`src/rtl/fir_decim_out_if.sv`:
```
// fir_decim_out_if: filter-side input, consumer-side output and status of the FIR output stage
interface fir_decim_out_if #(
  parameter int IN_W  = 18,
  parameter int OUT_W = 8,
  parameter int DEPTH = 4
);
  logic                     clear;
  logic                     in_valid;
  logic [IN_W-1:0]          in_data;
  logic                     out_valid;
  logic                     out_ready;
  logic [OUT_W-1:0]         out_data;
  logic [$clog2(DEPTH):0]   level;
  logic                     overflow;
  logic                     sat_pulse;
  modport master (
    output clear, in_valid, in_data, out_ready,
    input  out_valid, out_data, level, overflow, sat_pulse
  );
  modport slave (
    input  clear, in_valid, in_data, out_ready,
    output out_valid, out_data, level, overflow, sat_pulse
  );
endinterface

```
`src/rtl/fir_decim_out.sv`:
```
// fir_decim_out: decimate, round/shift/saturate FIR results and buffer them in a show-ahead FIFO
module fir_decim_out #(
  parameter int IN_W  = 18,
  parameter int OUT_W = 8,
  parameter int DECIM = 2,
  parameter int SHIFT = 3,
  parameter int DEPTH = 4
) (
  input logic             clk,
  input logic             rst,
  fir_decim_out_if.slave  bus
);
  localparam int PW = DECIM > 1 ? $clog2(DECIM) : 1;
  localparam int AW = $clog2(DEPTH);
  localparam int LW = AW + 1;
  localparam logic [IN_W:0] RND = SHIFT > 0 ? (IN_W+1)'(1) << (SHIFT > 0 ? SHIFT - 1 : 0) : '0;
  logic [PW-1:0]    r_phase;
  logic             r_stg_v;
  logic             r_stg_sat;
  logic [OUT_W-1:0] r_stg_d;
  logic [OUT_W-1:0] r_mem [DEPTH];
  logic [AW-1:0]    r_wr;
  logic [AW-1:0]    r_rd;
  logic [LW-1:0]    r_level;
  logic             r_ovf;
  logic             r_sat;
  logic [IN_W:0]    w_r;
  logic             w_sat;
  logic             w_keep;
  logic             w_empty;
  logic             w_full;
  logic             w_rd;
  logic             w_wr;
  // one extra bit keeps the rounding add from wrapping
  always_comb begin
    w_r     = ({1'b0, bus.in_data} + RND) >> SHIFT;
    w_sat   = |w_r[IN_W:OUT_W];
    w_keep  = bus.in_valid & (r_phase == '0);
    w_empty = r_level == '0;
    w_full  = r_level == LW'(DEPTH);
    w_rd    = ~w_empty & bus.out_ready;
    w_wr    = r_stg_v & (~w_full | w_rd);
  end
  always_ff @(posedge clk or posedge rst) begin
    if (rst) begin
      r_phase   <= '0;
      r_stg_v   <= 1'b0;
      r_stg_sat <= 1'b0;
      r_stg_d   <= '0;
      r_wr      <= '0;
      r_rd      <= '0;
      r_level   <= '0;
      r_ovf     <= 1'b0;
      r_sat     <= 1'b0;
    end else if (bus.clear) begin
      r_phase   <= '0;
      r_stg_v   <= 1'b0;
      r_stg_sat <= 1'b0;
      r_stg_d   <= '0;
      r_wr      <= '0;
      r_rd      <= '0;
      r_level   <= '0;
      r_ovf     <= 1'b0;
      r_sat     <= 1'b0;
    end else begin
      if (bus.in_valid) r_phase <= r_phase == PW'(DECIM - 1) ? '0 : r_phase + 1'b1;
      r_stg_v <= w_keep;
      if (w_keep) begin
        r_stg_d   <= w_sat ? '1 : w_r[OUT_W-1:0];
        r_stg_sat <= w_sat;
      end
      if (w_wr) r_wr <= r_wr + 1'b1;
      if (w_rd) r_rd <= r_rd + 1'b1;
      r_level <= r_level + LW'(w_wr) - LW'(w_rd);
      if (r_stg_v & ~w_wr) r_ovf <= 1'b1;
      r_sat <= w_wr & r_stg_sat;
    end
  end
  always_ff @(posedge clk)
    if (w_wr & ~bus.clear) r_mem[r_wr] <= r_stg_d;
  assign bus.out_valid = ~w_empty;
  assign bus.out_data  = w_empty ? '0 : r_mem[r_rd];
  assign bus.level     = r_level;
  assign bus.overflow  = r_ovf;
  assign bus.sat_pulse = r_sat;
endmodule
```
`src/flat_wrapper.sv`:
```
// flat-port wrapper written by rule: the top's interface ports become plain ports
module fir_decim_out_flat 
#(
  parameter int IN_W  = 18,
  parameter int OUT_W = 8,
  parameter int DECIM = 2,
  parameter int SHIFT = 3,
  parameter int DEPTH = 4
)
  (clk, rst, bus_clear, bus_in_valid, bus_in_data, bus_out_ready, bus_out_valid, bus_out_data, bus_level, bus_overflow, bus_sat_pulse);
  fir_decim_out_if #(.IN_W(IN_W), .OUT_W(OUT_W), .DEPTH(DEPTH)) bus_i ();
  input logic clk;
  input logic rst;
  input wire logic [$bits(bus_i.clear)-1:0] bus_clear;
  input wire logic [$bits(bus_i.in_valid)-1:0] bus_in_valid;
  input wire logic [$bits(bus_i.in_data)-1:0] bus_in_data;
  input wire logic [$bits(bus_i.out_ready)-1:0] bus_out_ready;
  output wire logic [$bits(bus_i.out_valid)-1:0] bus_out_valid;
  output wire logic [$bits(bus_i.out_data)-1:0] bus_out_data;
  output wire logic [$bits(bus_i.level)-1:0] bus_level;
  output wire logic [$bits(bus_i.overflow)-1:0] bus_overflow;
  output wire logic [$bits(bus_i.sat_pulse)-1:0] bus_sat_pulse;
  assign bus_i.clear = bus_clear;
  assign bus_i.in_valid = bus_in_valid;
  assign bus_i.in_data = bus_in_data;
  assign bus_i.out_ready = bus_out_ready;
  assign bus_out_valid = bus_i.out_valid;
  assign bus_out_data = bus_i.out_data;
  assign bus_level = bus_i.level;
  assign bus_overflow = bus_i.overflow;
  assign bus_sat_pulse = bus_i.sat_pulse;
  fir_decim_out #(.IN_W(IN_W), .OUT_W(OUT_W), .DECIM(DECIM), .SHIFT(SHIFT), .DEPTH(DEPTH)) u_core (.clk(clk), .rst(rst), .bus(bus_i));
endmodule
```
`config.mk`:
```
export PLATFORM = sky130hd
export DESIGN_NAME = fir_decim_out_flat
export DESIGN_NICKNAME = d
export VERILOG_FILES = /design/src/rtl/fir_decim_out_if.sv /design/src/rtl/fir_decim_out.sv /design/src/flat_wrapper.sv
export SDC_FILE = /design/constraint.sdc
export NUM_CORES = 1
export LEC_CHECK = 0
export ABC_AREA = 0
export ABC_CLOCK_PERIOD_IN_PS = 2200
export CAP_MARGIN = 0
export CORE_MARGIN = 3
export CORE_UTILIZATION = 48
export DETAILED_ROUTE_END_ITERATION = 16
export PLACE_DENSITY_LB_ADDON = 0.3
export SYNTH_ARGS = -nofsm -noshare
export SYNTH_HDL_FRONTEND = slang
export SYNTH_SLANG_ARGS = --single-unit
```
`constraint.sdc`:
```
create_clock -name clk -period 2.2 [get_ports clk]
set_clock_uncertainty 0.05 [all_clocks]
set_input_delay 0.44 -clock clk [delete_from_list [all_inputs] [get_ports clk]]
set_output_delay 0.44 -clock clk [all_outputs]
set_load 0.005 [all_outputs]
```
== After elaboration in Yosys (flattened, before gate mapping) ==
Memory sizes are Yosys's and may differ from the RTL's.
Index checks and enable logic that the tools add are counted.

* Add/sub/neg operators: 6
* $mul: 0
* Divide/modulo/power cells: 0
* Magnitude comparators: 0
* Equality and inequality tests: 1
* Shift-type cells: 0
* Multiplexer cells: 20
* Bitwise gates (word level): 12
* Reductions and logical operators: 7

{| class="wikitable"
|+ Operators by type and width
! cell !! number
|-
| 2-to-1 mux 8 bit || 4
|-
| adder 18 x 3 -> 19 bit (second input constant) || 1
|-
| 2-to-1 mux 1 bit || 11
|-
| nonzero test 2 bit || 5
|-
| 2-to-1 mux 2 bit || 4
|-
| OR reduction 8 bit || 1
|-
| AND 1 bit || 6
|-
| inverter 1 bit || 5
|-
| adder 2 x 1 -> 2 bit (second input constant) || 2
|-
| adder 3 x 1 -> 3 bit || 1
|-
| equality test 3 bit (second input constant) || 1
|-
| logical NOT 3 bit || 1
|-
| 2-to-1 mux 3 bit || 1
|-
| subtractor 3 x 1 -> 3 bit || 1
|-
| adder 1 bit (second input constant) || 1
|-
| bitwise OR 1 bit || 1
|}

* Bits in registers: 20
* Latch bits: 0
* RAM bits: 32
* Memory bits (read-only): 0
* Output and inout bits: 14
* Logic and storage cells: 56
* Memories: 1

{| class="wikitable"
|+ Memories
! memory !! depth !! width !! read ports !! clocked after Yosys merged registers in !! wr ports !! line !! text
|-
| u_core.r_mem || 4 || 8 || 1 || 0 || 1 || fir_decim_out.sv:21 || <nowiki>logic [OUT_W-1:0] r_mem [DEPTH];</nowiki>
|}

== Longest topological paths before layout ==
* Word-level depth: 9
* Gate-level depth with buffers: 11
* Depth with buffers taken out: 10

== Worst setup path before layout ==
No wires, ideal clock.

* Path kind: register to register
* From: register u_core.r_level[1] (netlist: u_core.bus.level[1])
* To: register u_core.r_level[2] (netlist: u_core.bus.level[2])
* Arrival time: 2.322 ns
* Slack: -0.304 ns
* Cell stages (with the launch flop): 12
* Cells stage by stage: dfrtp_1 > or3_1 > clkbuf_1 > and2_1 > ha_1 > inv_1 > ha_1 > inv_1 > fa_1 > xor2_1 > xnor2_1 > nor2_1

* Cells in the longest elaborated chain, start to end: 8
* Elaborated cells on any way between the ends: 10
* Those cells by class: 2 x add/sub; 1 x eq/ne; 1 x mux; 5 x bitwise; 1 x reduce/logical

{| class="wikitable"
|+ Ends and longest elaborated chain
! element !! line !! text
|-
| start, declared || fir_decim_out.sv:24 || <nowiki>logic [LW-1:0] r_level;</nowiki>
|-
| start signal, assigned || fir_decim_out.sv:74 || <nowiki>r_level <= r_level + LW'(w_wr) - LW'(w_rd);</nowiki>
|-
| logical NOT 3 bit * || fir_decim_out.sv:39 || <nowiki>w_empty = r_level == '0;</nowiki>
|-
| inverter 1 bit * || - ||
|-
| named net bus_out_valid || flat_wrapper.sv:18 || <nowiki>output wire logic [$bits(bus_i.out_valid)-1:0] bus_out_valid;</nowiki>
|-
| AND 1 bit * || fir_decim_out.sv:41 || <nowiki>w_rd = ~w_empty & bus.out_ready;</nowiki>
|-
| bitwise OR 1 bit || fir_decim_out.sv:42 || <nowiki>w_wr = r_stg_v & (~w_full | w_rd);</nowiki>
|-
| AND 1 bit || fir_decim_out.sv:42 ||
|-
| adder 3 x 1 -> 3 bit || fir_decim_out.sv:74 ||
|-
| subtractor 3 x 1 -> 3 bit * || fir_decim_out.sv:74 ||
|-
| 2-to-1 mux 3 bit * || fir_decim_out.sv:55 || <nowiki>end else if (bus.clear) begin</nowiki>
|}

The timed path passes the listed nets; every way through them passes the cells marked *.
A chain may end at the register's enable or synchronous reset.

== Worst setup path in the final report ==
* From: register u_core.r_level[2] (netlist: u_core.bus.level[2])
* To: register u_core.r_level[2] (netlist: u_core.bus.level[2])

* Cells in the longest elaborated chain, start to end: 8
* Elaborated cells on any way between the ends: 10
* Those cells by class: 2 x add/sub; 1 x eq/ne; 1 x mux; 5 x bitwise; 1 x reduce/logical

{| class="wikitable"
|+ Ends and longest elaborated chain
! element !! line
|-
| logical NOT 3 bit || fir_decim_out.sv:39
|-
| inverter 1 bit || fir_decim_out.sv:41
|-
| AND 1 bit || fir_decim_out.sv:41
|-
| bitwise OR 1 bit || fir_decim_out.sv:42
|-
| AND 1 bit || fir_decim_out.sv:42
|-
| adder 3 x 1 -> 3 bit || fir_decim_out.sv:74
|-
| subtractor 3 x 1 -> 3 bit * || fir_decim_out.sv:74
|-
| 2-to-1 mux 3 bit * || fir_decim_out.sv:55
|}

Mark *: on every way between the ends. The rest lies on a longest branch, timed or not.

==> results.sh <==
export IMPL_status="finished with violations"
export IMPL_violations="setup timing"
export IMPL_cts_root_buffer_cell="clkbuf_8"
export IMPL_avgSynthCellArea_um2=13.7
export IMPL_worst_path_max_fanout=2
export IMPL_yosys_area_share_adder_pct=4.35
export IMPL_pwr_share_seq_pct=42.3
export IMPL_reg2reg_slack_ns=-0.02
export IMPL_regArea_um2=1460
export IMPL_ys_flop_type="edfxtp_1"
export IMPL_dp_cells=310
export IMPL_tritoncts="built"
export IMPL_grt_max_degree=21
export IMPL_clock_sinks=52
export IMPL_synth_xor_area_share_pct=4.96
export IMPL_area_growth_pct=35.7
export IMPL_p_comb_share_pct=38.3
export IMPL_grt_pass1_wl_mm=8.33
export IMPL_fin_crit_ns=2.22
export IMPL_final_cell_mix="buf_4, edfxtp_1, clkdlybuf4s50_1, dfrtp_1, nor2_1"
export IMPL_switching_share_pct=27.3
export IMPL_die_y_um=77.8
export IMPL_final_common_cell="buf_4"
export IMPL_grt_pass1_vias=1789
export IMPL_ys_warn_count=0
export IMPL_grt_antenna_before_repair=0
export IMPL_wl_mm=4.70
export IMPL_insertion_delay_ns=0.30
export IMPL_grt_overflow=0
export IMPL_required_ns=2.35
export IMPL_peakVddDrop_mv=0.304
export IMPL_synth_top_family_by_area="simple AND/OR/NAND/NOR gates"
export IMPL_clockBufferDepth=2
export IMPL_leakage_nw=1.33
export IMPL_synth_compound_area_share_pct=6.68
export IMPL_fin_nets=288
export IMPL_yosysTopAreaCell="edfxtp_1"
export IMPL_diodes=0
export IMPL_ant_nets=0
export IMPL_drive_gt1_share_pct=34.5
export IMPL_pre_cts_ws_ns=-0.413
export IMPL_pwr_density_cell_nw_per_um2=812
export IMPL_synth_edf_count=32
export IMPL_synth_area_um2=2470
export IMPL_start_util_pct=51.0
export IMPL_die_width_um=77.8
export IMPL_r2r_start="u_core.bus.level[2]"
export IMPL_timing_rr_end="u_core.bus.level[2]"
export IMPL_ys_types=35
export IMPL_firstDrtPassIters=4
export IMPL_grtUsageTotal_pct=17.9
export IMPL_rsz0062_at_grt="true"
export IMPL_end_kind="flop"
export IMPL_route_detailed_drc=0
export IMPL_synthArstFlopShare_pct=38.5
export IMPL_rows=25
export IMPL_synth_mux_area_share_pct=8.14
export IMPL_synth_seq_cells=52
export IMPL_cp_start_kind="flop"
export IMPL_setup_violations=1
export IMPL_synth_top_area_share_pct=38.8
export IMPL_dp_hpwl_mm=3.47
export IMPL_globalplace_congestion=0.839
export IMPL_tightest_slew_ns=0.301
export IMPL_htreeDepth=2
export IMPL_ctsHoldBuffers=0
export IMPL_maxCapViolations=0
export IMPL_vias=1668
export IMPL_hold_viol_final=0
export IMPL_finalNonFillerCells=325
export IMPL_drt_initial_drc_count=79
export IMPL_synth_simple_area_share_pct=14.5
export IMPL_io_buffers=34
export IMPL_fill_cells=348
export IMPL_maxSlewViolCount=0
export IMPL_min_path_type="input port to async pin"
export IMPL_intPower_mw=1.98
export IMPL_multiInputGateArea_um2=1030
export IMPL_syn_inst=181
export IMPL_route_detailed_vias_per_inst=5.13
export IMPL_dieArea_um2=6050
export IMPL_pwr_share_clk_pct=19.5
export IMPL_finalCritPeriodShare_pct=101
export IMPL_power_switching_mw=0.745
export IMPL_arrival_ns=2.36
export IMPL_max_freq_mhz=451
export IMPL_r2r_cells=10
export IMPL_yosysSeqAreaShare_pct=59.1
export IMPL_setup_tns_ns=-0.0191
export IMPL_netlist_top_cells_area="edfxtp_1, dfrtp_1, mux4_2, and2_1, ha_1"
export IMPL_path_class="flop to flop"
export IMPL_coreArea_um2=4850
export IMPL_numCtsBuffers=5
export IMPL_slew_headroom_pct=79.7
export IMPL_avgRoutedWirePerCell_um=14.5
export IMPL_syn_nets=212
export IMPL_finalWorstSetupSlack_ns=-0.0191
export IMPL_clk_pin_slew_ns=0.09
export IMPL_io_pins=37
[worst max-delay path: stages (launching register included)]
cell	delay [ns]
dfrtp_1	0.39
or3_4	0.39
and2_4	0.16
ha_4	0.21
inv_2	0.06
ha_4	0.11
inv_2	0.03
fa_2	0.35
xor2_2	0.16
xnor2_1	0.15
nor2_1	0.05
[power by group through the flow]
stage                     logic [mW]  clock network [mW]  registers, mW
after detailed placement       0.909                   0           1.17
after global placement         0.877                   0           1.16
after floorplan                0.475                   0           1.16
after global routing            1.14               0.587           1.16
final                           1.04               0.531           1.15
after CTS                       1.03               0.539           1.15
[synthesized netlist by cell type (5+ instances only)]
cell type / instances
a31oi_1: 8
and2_1: 14
dfrtp_1: 20
edfxtp_1: 32
ha_1: 7
inv_1: 9
mux4_2: 8
nand2_1: 5
nand3_1: 10
nor2_1: 13
o21bai_1: 8
xnor2_1: 8
xor2_1: 6
[per-layer routing]
metal	global-route usage (%)	vias to the layer above	share of wire, %
li1	-	812	-
met1	20.4	805	38
met4	5.87	0	1.7
met2	33.1	43	55
met5	0	-	0
met3	3.83	8	4.6
[sequential cells by signal, summed over array words and instances, names as in the netlist]
| signal | flops |
|---|---|
| u_core.r_stg_sat | 1 |
| u_core.r_rd | 2 |
| u_core.r_stg_d | 8 |
| u_core.r_wr | 2 |
| u_core.r_mem | 32 |
| u_core.r_stg_v | 1 |
| u_core.r_phase | 1 |
| u_core.bus.sat_pulse | 1 |
| u_core.bus.overflow | 1 |
| u_core.bus.level | 3 |
[cell type report]
cell class / count / area share, %
flip-flops and latches: 52 / 43.6
inverters: 9 / 1.01
well taps: 67 / 2.50
multi-input cells: 114 / 30.6
clock buffers: 6 / 2.16
repair buffers: 75 / 19.7
clock inverters: 2 / 0.485
[cell families (layout without fill, tap and decap cells)]
logic type	count (synthesis)	after routing
compound gates	22	22
flops	52	52
xor+xnor	14	14
buf+inv	15	92
mux	10	10
simple gates	60	60
fa+ha+maj	8	8
[worst max path at each step]
stage / to / cells after the start / from / slack (ns)
6_report: u_core.bus.level[2] / 10 / u_core.bus.level[2] / -0.02
5_1_grt: u_core.bus.level[2] / 10 / u_core.bus.level[2] / -0.11
4_1_cts: u_core.bus.level[2] / 10 / u_core.bus.level[2] / -0.03
3_5_place_dp: u_core.bus.level[2] / 11 / bus_out_ready / -0.41
3_3_place_gp: u_core.r_stg_d[0] / 8 / bus_in_data[2] / -0.36
2_1_floorplan: u_core.bus.level[2] / 11 / u_core.bus.level[2] / -0.14
[metrics by stage]
stage | cell area, um^2 | hold WS [ns] | power, mW | utilization [%]
detailed placement | 3170 | 0.424 | 2.07 | 65.4
global route | 3360 | 0.441 | 2.89 | 69.2
global placement | 3170 | 0.425 | 2.04 | 65.4
finish | 3360 | 0.411 | 2.72 | 69.2
CTS | 3340 | 0.419 | 2.71 | 68.8
floorplan | 2510 | 0.354 | 1.63 | -
[what timing repair did]
action,CTS,global route
pin swaps,9,6
gates resized for setup,39,15
setup buffers,7,0
endpoints found under the setup margin,36,35
gates cloned,1,0
Note: power is estimated with default switching activity, not from simulation.
